File: src/rtl/chebyshev_accumulator.sv
// ----------------------------------------------------------------------------
// chebyshev_accumulator
//   Sums N_TERMS consecutive signed terms from the upstream product stage into
//   one polynomial result. The accumulator has GUARD extra bits and can either
//   saturate or wrap when an addition overflows. The result sits in a
//   valid/ready output register, and upstream is stalled while it is held.
// ----------------------------------------------------------------------------
`default_nettype none

module chebyshev_accumulator #(
  parameter int IN_W    = 12,
  parameter int N_TERMS = 4,
  parameter int GUARD   = 2,
  parameter int SAT     = 1
) (
  input  logic                       clock,
  input  logic                       resetn,
  input  logic                       clear,
  input  logic                       term_valid,
  input  logic [IN_W-1:0]            term_in,
  output logic                       term_ready,
  output logic [$clog2(N_TERMS)-1:0] term_idx,
  output logic                       sum_valid,
  output logic [IN_W+GUARD-1:0]      sum_out,
  input  logic                       sum_ready,
  output logic                       overflow
);

  localparam int OUT_W = IN_W + GUARD;
  localparam int IDX_W = $clog2(N_TERMS);
  localparam logic [IDX_W-1:0] LAST_IDX = IDX_W'(N_TERMS - 1);
  localparam logic [OUT_W-1:0] SAT_MAX  = {1'b0, {(OUT_W-1){1'b1}}};
  localparam logic [OUT_W-1:0] SAT_MIN  = {1'b1, {(OUT_W-1){1'b0}}};

  typedef enum logic [0:0] {
    ST_ACC  = 1'b0,
    ST_HOLD = 1'b1
  } state_t;

  state_t           state;
  state_t           state_next;
  logic [OUT_W-1:0] acc;
  logic             ovf_flag;
  logic             accept;
  logic             final_term;
  logic [OUT_W:0]   sum_wide;
  logic             this_ovf;
  logic [OUT_W-1:0] acc_next;

  // One extra bit: overflow shows up as disagreement between the top two bits.
  always_comb begin
    sum_wide = {acc[OUT_W-1], acc} + {{(GUARD+1){term_in[IN_W-1]}}, term_in};
    this_ovf = sum_wide[OUT_W] ^ sum_wide[OUT_W-1];
    acc_next = sum_wide[OUT_W-1:0];
    if (SAT != 0 && this_ovf) begin
      acc_next = sum_wide[OUT_W] ? SAT_MIN : SAT_MAX;
    end
  end

  // State register.
  always_ff @(posedge clock or negedge resetn) begin
    if (!resetn) begin
      state <= ST_ACC;
    end else begin
      state <= state_next;
    end
  end

  // Next state, term handshake and frame-end decode.
  always_comb begin
    state_next = state;
    term_ready = (state == ST_ACC);
    accept     = 1'b0;
    final_term = 1'b0;
    if (clear) begin
      state_next = ST_ACC;
    end else begin
      case (state)
        ST_ACC: begin
          if (term_valid) begin
            accept     = 1'b1;
            final_term = (term_idx == LAST_IDX);
            if (term_idx == LAST_IDX) begin
              state_next = ST_HOLD;
            end
          end
        end
        ST_HOLD: begin
          if (sum_ready) begin
            state_next = ST_ACC;
          end
        end
        default: state_next = ST_ACC;
      endcase
    end
  end

  // Accumulator, term counter and held result; clear outranks everything.
  always_ff @(posedge clock or negedge resetn) begin
    if (!resetn) begin
      acc       <= '0;
      term_idx  <= '0;
      ovf_flag  <= 1'b0;
      sum_out   <= '0;
      sum_valid <= 1'b0;
      overflow  <= 1'b0;
    end else if (clear) begin
      acc       <= '0;
      term_idx  <= '0;
      ovf_flag  <= 1'b0;
      sum_valid <= 1'b0;
      overflow  <= 1'b0;
    end else if (accept) begin
      if (final_term) begin
        sum_out   <= acc_next;
        overflow  <= ovf_flag | this_ovf;
        sum_valid <= 1'b1;
        acc       <= '0;
        term_idx  <= '0;
        ovf_flag  <= 1'b0;
      end else begin
        acc      <= acc_next;
        term_idx <= term_idx + IDX_W'(1);
        ovf_flag <= ovf_flag | this_ovf;
      end
    end else if (state == ST_HOLD && sum_ready) begin
      sum_valid <= 1'b0;
    end
  end

endmodule

`default_nettype wire

File: config.mk
export PLATFORM = sky130hd
export DESIGN_NAME = chebyshev_accumulator
export DESIGN_NICKNAME = d
export VERILOG_FILES = /design/src/rtl/chebyshev_accumulator.sv
export SDC_FILE = /design/constraint.sdc
export NUM_CORES = 1
export LEC_CHECK = 0
export ABC_CLOCK_PERIOD_IN_PS = 2800
export CAP_MARGIN = 25
export CORE_UTILIZATION = 54
export CTS_CLUSTER_DIAMETER = 30
export CTS_CLUSTER_SIZE = 16
export DETAILED_ROUTE_END_ITERATION = 10
export MAX_ROUTING_LAYER = met4
export PLACE_DENSITY = 0.8
export SLEW_MARGIN = 5
export SYNTH_ARGS = -nofsm -noshare
export SYNTH_HDL_FRONTEND = slang
export SYNTH_SLANG_ARGS = --single-unit
File: constraint.sdc
create_clock -name clock -period 2.8 [get_ports clock]
set_input_delay 0.56 -clock clock [delete_from_list [all_inputs] [get_ports clock]]
set_output_delay 0.56 -clock clock [all_outputs]
set_load 0.02 [all_outputs]
; Yosys cells after proc, flatten, opt, wreduce, memory -nomap -nowiden
; Index checks and enable logic that the tools add are counted.
[classes]
n_reduce_logical = 7
add_sub_neg = 2
bitwise = 4
mux = 29
n_eq_ne = 2
[ops]
columns = operator, count
row1 = $mux W14, 5
row2 = $mux W1, 20
row3 = $add A14 B12 Y15, 1
row4 = $mux W2, 3
row5 = $reduce_and A2 Y1, 2
row6 = $reduce_bool A2 Y1, 2
row7 = $ne A3 B2 Y1 const B, 1
row8 = $reduce_and A3 Y1, 1
row9 = $reduce_bool A3 Y1, 1
row10 = $add A2 B1 Y2 const B, 1
row11 = $eq A2 B2 Y1 const B, 1
row12 = $not A1 Y1, 2
row13 = $pmux W1 S2, 1
row14 = $logic_and A1 B1 Y1, 1
row15 = $or A1 B1 Y1, 1
row16 = $xor A1 B1 Y1, 1
[word_totals]
regBits = 34
inputBits = 17
elab_cells = 51
out_inout_bits = 19

; Logic depth before layout (Yosys ltp)
; Gate-level depths: netlist (run 1).
[depth]
depth_word = 7
mapped_depth = 11
ltp_nobuf = 10

; Worst setup path after synthesis (run 1)
; No wires, ideal clock.
[synth_path]
path_kind = input-to-reg
start = input term_in[9]
end = register acc[1]
path_stages = 8
path_buffers = 1
required_time_ps = 2678
setup_slack_ps = 167
arrival_ps = 2512
setup_ps = 122
cell_sequence = ha_1 a21o_1 o21bai_1 a311o_1 a211oi_4 buf_4 o211ai_1 a32o_1
[synth_between]
elab_chain_cells = 6
word_cells_on_any_way = 7
cone_classes = add/sub (1) / mux (5) / bitwise (1)
[synth_rtl]
columns = element, line_no
row1 = start: declaration, 20  ; input logic [IN_W-1:0] term_in,
row2 = $add A14 B12 Y15 (*), 52  ; sum_wide = {acc[OUT_W-1], acc} + {{(GUARD+1){term_in[IN_W-1]}}, term_in};
row3 = $mux W14 or $xor A1 B1 Y1 (tied branches), "56, 53"
row4 = $mux W14 (*), 55  ; if (SAT != 0 && this_ovf) begin
row5 = $mux W14 (*), 114  ; if (final_term) begin
row6 = $mux W14 (*), 113  ; end else if (accept) begin
row7 = $mux W14 (*), 107  ; end else if (clear) begin
row8 = end signal: assignment, 122  ; acc <= acc_next;
row9 = end: declaration, 42  ; logic [OUT_W-1:0] acc;
; Mark *: on every way between the ends. The rest lies on a longest branch, timed or not. The select of a mux whose other input is x is not followed.
; A chain may end at the register's enable or synchronous reset.

; Final worst setup path (run 1)
[layout_path]
start = input term_in[3]
end = register acc[1]
; Same word-level chain as after synthesis.

==> flow_metrics.env, run 1 <==
export IMPL_outcome="finished clean"
export IMPL_drtAntennaViolNets=0
export IMPL_drc=0
export IMPL_routedWlPerCell_um=18.1
export IMPL_overflow=0
export IMPL_die_h_um=68.6
export IMPL_power_density_nw_per_um2=963
export IMPL_dp_hpwl_mm=5.17
export IMPL_grt_start_max_net_pins=35
export IMPL_worst_slew_pin_slew_ps=527
export IMPL_grt_use_total=0.347
export IMPL_p_seq_frac=0.223
export IMPL_clk_pin_slew_ps=70
export IMPL_fin_skew_ps=9.48
export IMPL_fin_crit_sh=0.987
export IMPL_r2r_start="acc[3]$_DFFE_PN0P_"
export IMPL_p_leak_nw=1.56
export IMPL_layout_min_cycle_time_ps=2760
export IMPL_p_sw_mw=1.46
export IMPL_min_path_type="flop to flop"
export IMPL_cp_max_fo=7
export IMPL_r2r_end="acc[1]$_DFFE_PN0P_"
export IMPL_dieArea_um2=4700
export IMPL_io_pins=36
export IMPL_cts_tree="yes"
export IMPL_cts_root_buf="clkbuf_8"
export IMPL_critPathKind="input port to flop"
export IMPL_yosys_warnings=0
export IMPL_grt_pass1_vias=2480
export IMPL_p_clk_frac=0.108
export IMPL_synth_fp_nets=300
export IMPL_syn_instance_count=267
export IMPL_startpoint_type="input port"
export IMPL_grt_pass1_wl_mm=11.5
export IMPL_cts_hold_buf=0
export IMPL_arrival_ps=2960
export IMPL_hold_start="acc[13]$_DFFE_PN0P_"
export IMPL_cp_required_ps=2990
export IMPL_routed_wl_mm=7.49
export IMPL_slew_violations=0
export IMPL_p_sw_frac=0.441
export IMPL_synth_area_um2=2390
export IMPL_p_comb_frac=0.669
export IMPL_fmax_mhz=362
export IMPL_via_per_inst=6.37
export IMPL_drive_above_1_share=0.272
export IMPL_insertedDiodeCount=0
export IMPL_portBuffers=35
export IMPL_rows=23
export IMPL_nets=397
export IMPL_fin_ws_ps=35.2
export IMPL_cts_max_path_buffers=2
export IMPL_ys_seq_elements=34
export IMPL_ys_types=58
export IMPL_vdd_drop_max_uv=477
export IMPL_hold_viol_final=0
export IMPL_pre_cts_ws_ps=-423
export IMPL_gp_congestion=0.900
export IMPL_numPlacedInstances=399
export IMPL_synthFlopType="dfrtp_1"
export IMPL_cp_end_kind="flop"
export IMPL_synth_edff_count=0
export IMPL_hold_end="acc[13]$_DFFE_PN0P_"
export IMPL_setup_viol=0
export IMPL_hold_path_depth=2
export IMPL_relSlewSlack=0.646
export IMPL_internal_power_mw=1.85
export IMPL_regToRegSetupSlack_ps=310
export IMPL_cts_sinks=34
export IMPL_drtIter0Drc=275
export IMPL_timing_hold_ws_ps=496
export IMPL_antenna_found_initial=0
export IMPL_drv_cap=0
export IMPL_clk_latency_ps=300
export IMPL_instances_no_fill=414
export IMPL_start_util=0.582
export IMPL_synthArstFlopShare=1.00
export IMPL_vias=2636
export IMPL_avgSynthCellArea_um2=8.96
export IMPL_first_pass_iters=5
export IMPL_r2r_cells=9
export IMPL_cts_buffers_inserted=5
export IMPL_htreeDepth=2
export IMPL_synth_seq_area_share=0.355
export IMPL_die_w_um=68.6
export IMPL_area_growth_pct=43.8
export IMPL_core_um2=4120
==> cells by family (layout without fill, tap and decap cells) <==
family / Yosys count / after routing / share of synthesized area
compound gates: 99 / 99 / 0.298
fa+ha+maj: 16 / 16 / 0.0868
xor+xnor: 9 / 9 / 0.0329
simple gates: 92 / 93 / 0.191
buf+inv: 16 / 112 / 0.0319
flops: 34 / 34 / 0.355
mux: 1 / 1 / 0.00418
==> layout make-up <==
type / count / area [µm²]
Sequential cell: 34 / 851
Tap cell: 50 / 62.6
Timing Repair Buffer: 100 / 853
Clock buffer: 7 / 76.3
Fill cell: 239 / 674
Inverter: 5 / 18.8
Multi-Input combinational cell: 218 / 1580
==> timing repair <==
action | in CTS | in global routing
gates cloned | 1 | 0
hold endpoints to repair | 0 | 0
setup endpoints to repair | 24 | 27
gates resized for setup | 13 | 14
setup buffers | 3 | 4
pin swaps | 10 | 15
==> worst max-delay path, cell delays in order <==
cell             delay (ps)
clkdlybuf4s50_1         410
ha_1                    340
o211ai_1                100
o21ai_1                 310
nand4_2                 210
a211oi_4                330
buf_6                   180
buf_4                   130
o211ai_1                110
a32o_1                  270
==> metrics by stage <==
stage / total power, mW / cell area [µm²] / TNS, ps / utilization
floorplan: 1.88 / 2390 / 0 / -
global placement: 2.65 / 3180 / -8160 / 0.772
detailed placement: 2.69 / 3190 / -9720 / 0.775
CTS: 3.15 / 3350 / 0 / 0.815
global route: 3.50 / 3440 / -119 / 0.836
finish: 3.31 / 3440 / 0 / 0.836
==> synthesized netlist by cell type, types with 2 or more instances <==
library cell,number,area [µm²]
xnor2_1,6,52.6
o21ai_0,9,45.0
dfrtp_1,34,851
o311ai_0,2,17.5
nand2b_1,3,18.8
a32o_1,3,30.0
nor3_1,5,25.0
a31oi_1,3,18.8
o21ai_1,5,25.0
o211a_1,2,20.0
nand3_1,9,45.0
o21a_1,2,15.0
inv_1,4,15.0
xor2_1,3,26.3
nor2_1,14,52.6
o2111ai_1,3,26.3
o31ai_1,4,30.0
buf_2,3,15.0
nand2_1,39,146
ha_1,15,188
o21bai_1,2,15.0
or2_2,2,12.5
o211ai_1,13,97.6
a32oi_1,2,17.5
clkbuf_1,5,18.8
nor2b_1,5,31.3
a211oi_1,16,120
a21o_1,4,30.0
a21oi_1,21,105
==> registers in the layout, summed over array words and instances (netlist names) <==
signal     flops
acc           14
sum_out       14
term_idx       2
overflow       1
ovf_flag       1
state          1
sum_valid      1
==> power by group through the flow <==
stage / clock [mW] / sequential (mW) / combinational (mW)
6_report: 0.357 / 0.740 / 2.22
5_1_grt: 0.363 / 0.755 / 2.39
4_1_cts: 0.348 / 0.732 / 2.07
3_5_place_dp: 0 / 0.735 / 1.96
3_3_place_gp: 0 / 0.730 / 1.92
2_1_floorplan: 0 / 0.794 / 1.09
==> cells in the final DEF, fill, tap and decap left out, types with 4 or more instances in the layout <==
master / count
clkbuf_8: 5
ha_1: 11
a21o_1: 4
o21ai_1: 7
buf_4: 62
a211oi_1: 14
nor3_1: 5
nand2_1: 38
clkdlybuf4s50_1: 32
nand3_1: 9
nor2_1: 14
o211ai_1: 13
o21ai_0: 6
inv_1: 4
nor2b_1: 5
a21oi_1: 19
dfrtp_1: 34
xnor2_1: 6
==> per-layer routing <==
layer  part of all wire  vias up  wire length, µm  GRT usage
li1                   -     1202                -          -
met1               0.41     1265             3080      0.417
met2               0.47      146             3530      0.561
met3              0.087       23              652     0.0625
met4              0.030        0              225      0.164
met5                  0        -                0          -
==> how the worst max path moves through the flow <==
stage               startpoint  cells past startpoint                       to  slack [ps]
floorplan           term_in[9]                      8       acc[1]$_DFFE_PN0P_         170
global placement    term_in[0]                     11  sum_out[12]$_DFFE_PN0P_        -340
detailed placement  term_in[0]                     12   sum_out[8]$_DFFE_PN0P_        -420
CTS                 term_in[9]                     10   sum_out[8]$_DFFE_PN0P_           3
global route        term_in[9]                     10   sum_out[0]$_DFFE_PN0P_         -40
finish              term_in[3]                     10       acc[1]$_DFFE_PN0P_          40
No activity file was read; power rests on OpenSTA's default activity.
==> run 2, diff against run 1 <==
- CORE_MARGIN: unset -> 2
- CORE_UTILIZATION: 54 -> 56
- CTS_BUF_LIST: unset -> sky130_fd_sc_hd__clkbuf_4 sky130_fd_sc_hd__clkbuf_8
- PLACE_DENSITY: 0.8 -> 0.82
- TNS_END_PERCENT: unset -> 20
==> run 2 against run 1 <==
The run now ends with setup timing left. Register-to-register slack got worse by 40 ps. Via count decreased by 1.3%. Clock-buffer cell count unchanged. Routed wire length increased by 2.7%. Cell count decreased by 1.2%. Non-clock buffer count decreased by 6. Maximum frequency decreased by 2.1%. Clock power increased by 32%. Design area increased by 1.3%. Worst setup slack got worse by 58 ps. Largest cell class unchanged.
==> flow_metrics.env, run 2 (same netlist as run 1, synthesis figures left out) <==
export IMPL_outcome="finished with violations"
export IMPL_violations="setup timing"
export IMPL_regToRegSetupSlack_ps=270
export IMPL_routed_wl_mm=7.69
export IMPL_numPlacedInstances=393
export IMPL_dp_hpwl_mm=5.04
export IMPL_rows=23
export IMPL_htreeDepth=2
export IMPL_nets=391
export IMPL_drtAntennaViolNets=0
export IMPL_drive_above_1_share=0.287
export IMPL_cp_max_fo=7
export IMPL_grt_start_max_net_pins=35
export IMPL_cp_required_ps=3010
export IMPL_layout_common_cells="buf_4 (53), nand2_1 (38), dfrtp_1 (34)"
export IMPL_die_w_um=69.4
export IMPL_rsz0062_at_grt="yes"
export IMPL_insertedDiodeCount=0
export IMPL_gp_congestion=0.896
export IMPL_routedWlPerCell_um=18.8
export IMPL_fin_ws_ps=-23.0
export IMPL_vias=2601
export IMPL_fin_crit_sh=1.01
export IMPL_hold_start="acc[5]$_DFFE_PN0P_"
export IMPL_drtIter0Drc=283
export IMPL_grt_pass1_wl_mm=12.1
export IMPL_antenna_found_initial=0
export IMPL_fin_skew_ps=12.3
export IMPL_cts_hold_buf=0
export IMPL_drv_cap=0
export IMPL_relSlewSlack=0.597
export IMPL_placed_area_um2=3160
export IMPL_cp_end_kind="flop"
export IMPL_power_density_nw_per_um2=1000
export IMPL_reg_top3="acc (14), sum_out (14), term_idx (2)"
export IMPL_layout_commonest_cell="buf_4"
export IMPL_via_per_inst=6.36
export IMPL_timing_hold_ws_ps=501
export IMPL_grt_pass1_vias=2539
export IMPL_io_pins=36
export IMPL_cts_max_path_buffers=2
export IMPL_drc=0
export IMPL_p_leak_nw=1.57
export IMPL_setup_viol=1
export IMPL_dieArea_um2=4810
export IMPL_hold_end="acc[5]$_DFFE_PN0P_"
export IMPL_r2r_start="acc[10]$_DFFE_PN0P_"
export IMPL_first_pass_iters=5
export IMPL_startpoint_type="input port"
export IMPL_fmax_mhz=354
export IMPL_r2r_cells=9
export IMPL_hold_path_depth=2
export IMPL_cts_buffers_inserted=5
export IMPL_clk_pin_slew_ps=80
export IMPL_vdd_drop_max_uv=565
export IMPL_grt_use_total=0.317
export IMPL_start_util=0.590
export IMPL_instances_no_fill=409
export IMPL_worst_slew_pin_slew_ps=597
export IMPL_portBuffers=35
export IMPL_hold_viol_final=0
export IMPL_cts_tree="yes"
export IMPL_arrival_ps=3040
export IMPL_core_um2=4060
export IMPL_die_h_um=69.4
export IMPL_overflow=0
export IMPL_layout_min_cycle_time_ps=2820
export IMPL_min_path_type="flop to flop"
export IMPL_cts_root_buf="clkbuf_8"
export IMPL_critPathKind="input port to flop"
export IMPL_clk_latency_ps=290
export IMPL_area_growth_pct=45.6
export IMPL_design_area_um2=3480
export IMPL_r2r_end="acc[10]$_DFFE_PN0P_"
export IMPL_cts_sinks=34
export IMPL_slew_violations=0
## run 2: per-stage QoR
step | setup WS [ps] | total power, mW | setup TNS (ps) | utilization
3_5_place_dp | -486 | 2.68 | -10140 | 0.778
4_1_cts | -2.14 | 3.24 | -2.14 | 0.826
6_report | -23.0 | 3.48 | -23.0 | 0.859
2_1_floorplan | 167 | 1.88 | 0 | -
5_1_grt | -102 | 3.69 | -601 | 0.859
3_3_place_gp | -388 | 2.62 | -8210 | 0.775
## run 2: area by class of cell
class	count	area [µm²]
fill	221	573
clock buffer	7	83.8
inverter	5	18.8
multi-input combinational	218	1600
clock inverter	1	30.0
timing repair buffer	94	835
tap	50	62.6
sequential	34	851
## run 2: worst max path at each step
stage | cells past startpoint | end | slack (ps) | startpoint
floorplan | 8 | acc[1]$_DFFE_PN0P_ | 170 | term_in[9]
global placement | 11 | sum_out[2]$_DFFE_PN0P_ | -390 | term_in[0]
detailed placement | 11 | sum_out[2]$_DFFE_PN0P_ | -490 | term_in[0]
CTS | 12 | acc[10]$_DFFE_PN0P_ | -2 | term_in[0]
global route | 10 | acc[10]$_DFFE_PN0P_ | -100 | term_in[10]
finish | 10 | acc[10]$_DFFE_PN0P_ | -20 | term_in[10]
## run 2: what timing repair did
action | in CTS | in global routing
pin swaps | 9 | 15
resized for setup | 14 | 21
gates cloned | 1 | 0
setup endpoints to repair | 24 | 26
buffers inserted | 2 | 5
## run 2: metal layers
layer | share of wire | track usage | routed length (µm)
met5 | 0 | - | 0
met4 | 0.041 | 0.146 | 314
met3 | 0.075 | 0.0480 | 578
met2 | 0.48 | 0.507 | 3690
met1 | 0.40 | 0.398 | 3110
## run 2: worst max-delay path, cell delays in order
cell and delay (ps):
clkdlybuf4s50_1 400, ha_1 310, and3_4 190, and2_4 170, a221oi_4 440, a211oi_4 150
buf_6 160, or2_1 220, a32o_2 290, o21ai_1 130
## run 2: where the power goes
group	total, mW	internal (mW)	switching, mW
combinational	2.28	1.06	1.22
clock	0.472	0.286	0.186
sequential	0.736	0.636	0.100
total	3.48	1.98	1.51
==> run 3, diff against run 2 <==
- REMOVE_ABC_BUFFERS: unset -> 1
- TNS_END_PERCENT: 20 -> unset
==> run 3 against run 2 <==
Largest cell class unchanged. Total power increased by 3.9%. First-iteration DRC count grew 39%. Utilization increased by 1.3 points. Worst setup slack worse by 24 ps. Highest routed layer unchanged. Critical path type unchanged. The flow still finishes with violations (setup timing). Flip-flop and latch count is the same. Routed wire length rose by 17%. Critical path depth unchanged. Sequential power barely moved. Die area is the same. Sequential share of layout area decreased by 0.37 points.
==> flow_metrics.env, run 3 (same netlist as run 1, synthesis figures left out) <==
export IMPL_outcome="finished with violations"
export IMPL_violations="setup timing"
export IMPL_vias=2850
export IMPL_cts_root_buf="clkbuf_8"
export IMPL_start_util=0.590
export IMPL_via_per_inst=6.85
export IMPL_cts_sinks=34
export IMPL_worst_slew_pin_slew_ps=491
export IMPL_relSlewSlack=0.671
export IMPL_layout_common_cells="buf_4 (61), nand2_1 (38), dfrtp_1 (34)"
export IMPL_grt_start_max_net_pins=35
export IMPL_cp_end_kind="flop"
export IMPL_layout_commonest_cell="buf_4"
export IMPL_grt_pass1_vias=2862
export IMPL_clk_latency_ps=290
export IMPL_arrival_ps=3040
export IMPL_dieArea_um2=4810
export IMPL_vdd_drop_max_uv=678
export IMPL_drtAntennaViolNets=0
export IMPL_critPathKind="input port to flop"
export IMPL_numPlacedInstances=396
export IMPL_startpoint_type="input port"
export IMPL_die_w_um=69.4
export IMPL_met1Wirelength_mm=3.29
export IMPL_fin_skew_ps=3.96
export IMPL_drc=0
export IMPL_cp_required_ps=2990
export IMPL_cts_buffers_inserted=5
export IMPL_overflow=0
export IMPL_grt_use_total=0.354
export IMPL_nets=398
export IMPL_antenna_found_initial=0
export IMPL_dr_wl_met3_um=877
export IMPL_cts_tree="yes"
export IMPL_wl_met2_mm=4.27
export IMPL_fin_crit_sh=1.02
export IMPL_cts_max_path_buffers=2
export IMPL_path_cells="clkdlybuf4s50_1 > ha_1 > a21oi_2 > o21bai_4 > a311o_2 > a211oi_4 > buf_6 > nor3_4 > buf_4 > a211oi_1"
export IMPL_clk_pin_slew_ps=70
export IMPL_grt_pass1_wl_mm=13.3
export IMPL_cp_top_family="compound AO/OA/AOI/OAI gates"
export IMPL_path_buf_inv=3
export IMPL_htreeDepth=2
export IMPL_io_pins=36
export IMPL_area_growth_pct=47.8
export IMPL_drv_cap=0
export IMPL_min_path_type="flop to flop"
export IMPL_portBuffers=35
export IMPL_instances_no_fill=416
export IMPL_slew_violations=0
export IMPL_routedWlPerCell_um=21.6
export IMPL_cp_max_fo=6
export IMPL_rows=23
export IMPL_power_density_nw_per_um2=1020
export IMPL_first_pass_iters=6
export IMPL_layout_min_cycle_time_ps=2850
export IMPL_gp_congestion=0.910
export IMPL_core_um2=4060
export IMPL_pre_cts_ws_ps=-442
export IMPL_p_leak_nw=1.60
export IMPL_setup_viol=9
export IMPL_drive_above_1_share=0.303
export IMPL_die_h_um=69.4
export IMPL_highest_layer="met4"
export IMPL_drtIter0Drc=392
export IMPL_fin_ws_ps=-46.7
export IMPL_insertedDiodeCount=0
export IMPL_critPathSlowestCell="clkdlybuf4s50_1"
export IMPL_routed_wl_mm=8.98
export IMPL_hold_viol_final=0
export IMPL_max_stage_delay_ps=420
export IMPL_regToRegSetupSlack_ps=210
export IMPL_fmax_mhz=351
export IMPL_dp_hpwl_mm=5.36
export IMPL_reg_top3="acc (14), sum_out (14), term_idx (2)"
run 3: cell count changes in the layout (fill, tap and decap cells not counted), moves of 2 or more:
cell,previous run,this run
a211oi_1,9,12
clkbuf_4,2,0
o31ai_2,2,0
buf_4,53,61
clkbuf_8,5,8
a211oi_2,7,4
o31ai_4,0,2
run 3: worst reg2reg max path: stages, from the launching register on:
cell and delay (ps):
dfrtp_1 400, ha_1 310, a21o_1 210, buf_4 130, buf_4 150, o311ai_0 400, buf_4 200, a211o_1 120
nand3_1 130, o2111ai_1 240, o211ai_1 140
run 3: final timing paths:
check	startpoint	end	depth (start not counted)
worst max register to register	acc[9]$_DFFE_PN0P_	sum_out[12]$_DFFE_PN0P_	10
worst min-delay path	state$_DFF_PN0_	sum_valid$_DFFE_PN0P_	1
worst min register to register	state$_DFF_PN0_	sum_valid$_DFFE_PN0P_	1
min in group asynchronous	resetn	sum_out[2]$_DFFE_PN0P_	2
max in group asynchronous	resetn	sum_out[10]$_DFFE_PN0P_	2
worst max-delay path	term_in[7]	sum_out[4]$_DFFE_PN0P_	10
run 3: what timing repair did:
action,CTS,global route
pin swaps,7,12
endpoints found under the setup margin,24,28
hold buffers,0,0
gates cloned,1,0
buffers inserted,6,5
resized for setup,17,23
run 3: metal layers:
metal / track usage / vias up
met1: 0.400 / 1318
met5: - / -
met2: 0.598 / 261
met4: 0.198 / 0
met3: 0.0552 / 76
li1: - / 1195
run 3: area by class of cell:
cell class,instances,area [µm²]
fillers,207,519
clock buffers,8,110
flip-flops and latches,34,851
inverters,5,18.8
repair buffers,101,877
well taps,50,62.6
multi-input cells,218,1620
run 3: report_power, final:
group / switching, mW / internal [mW]
Clock: 0.189 / 0.249
Sequential: 0.101 / 0.636
Combinational: 1.35 / 1.09
run 3: per-stage QoR:
step           utilization  instance area [µm²]  hold slack [ps]  setup TNS (ps)  power [mW]
2_1_floorplan            -                 2340              264               0        1.85
3_3_place_gp         0.780                 3170              472           -7660        2.64
3_5_place_dp         0.783                 3180              493           -9820        2.71
4_1_cts              0.844                 3420              511               0        3.30
5_1_grt              0.872                 3540              530           -1110        3.77
6_report             0.872                 3540              511            -174        3.62
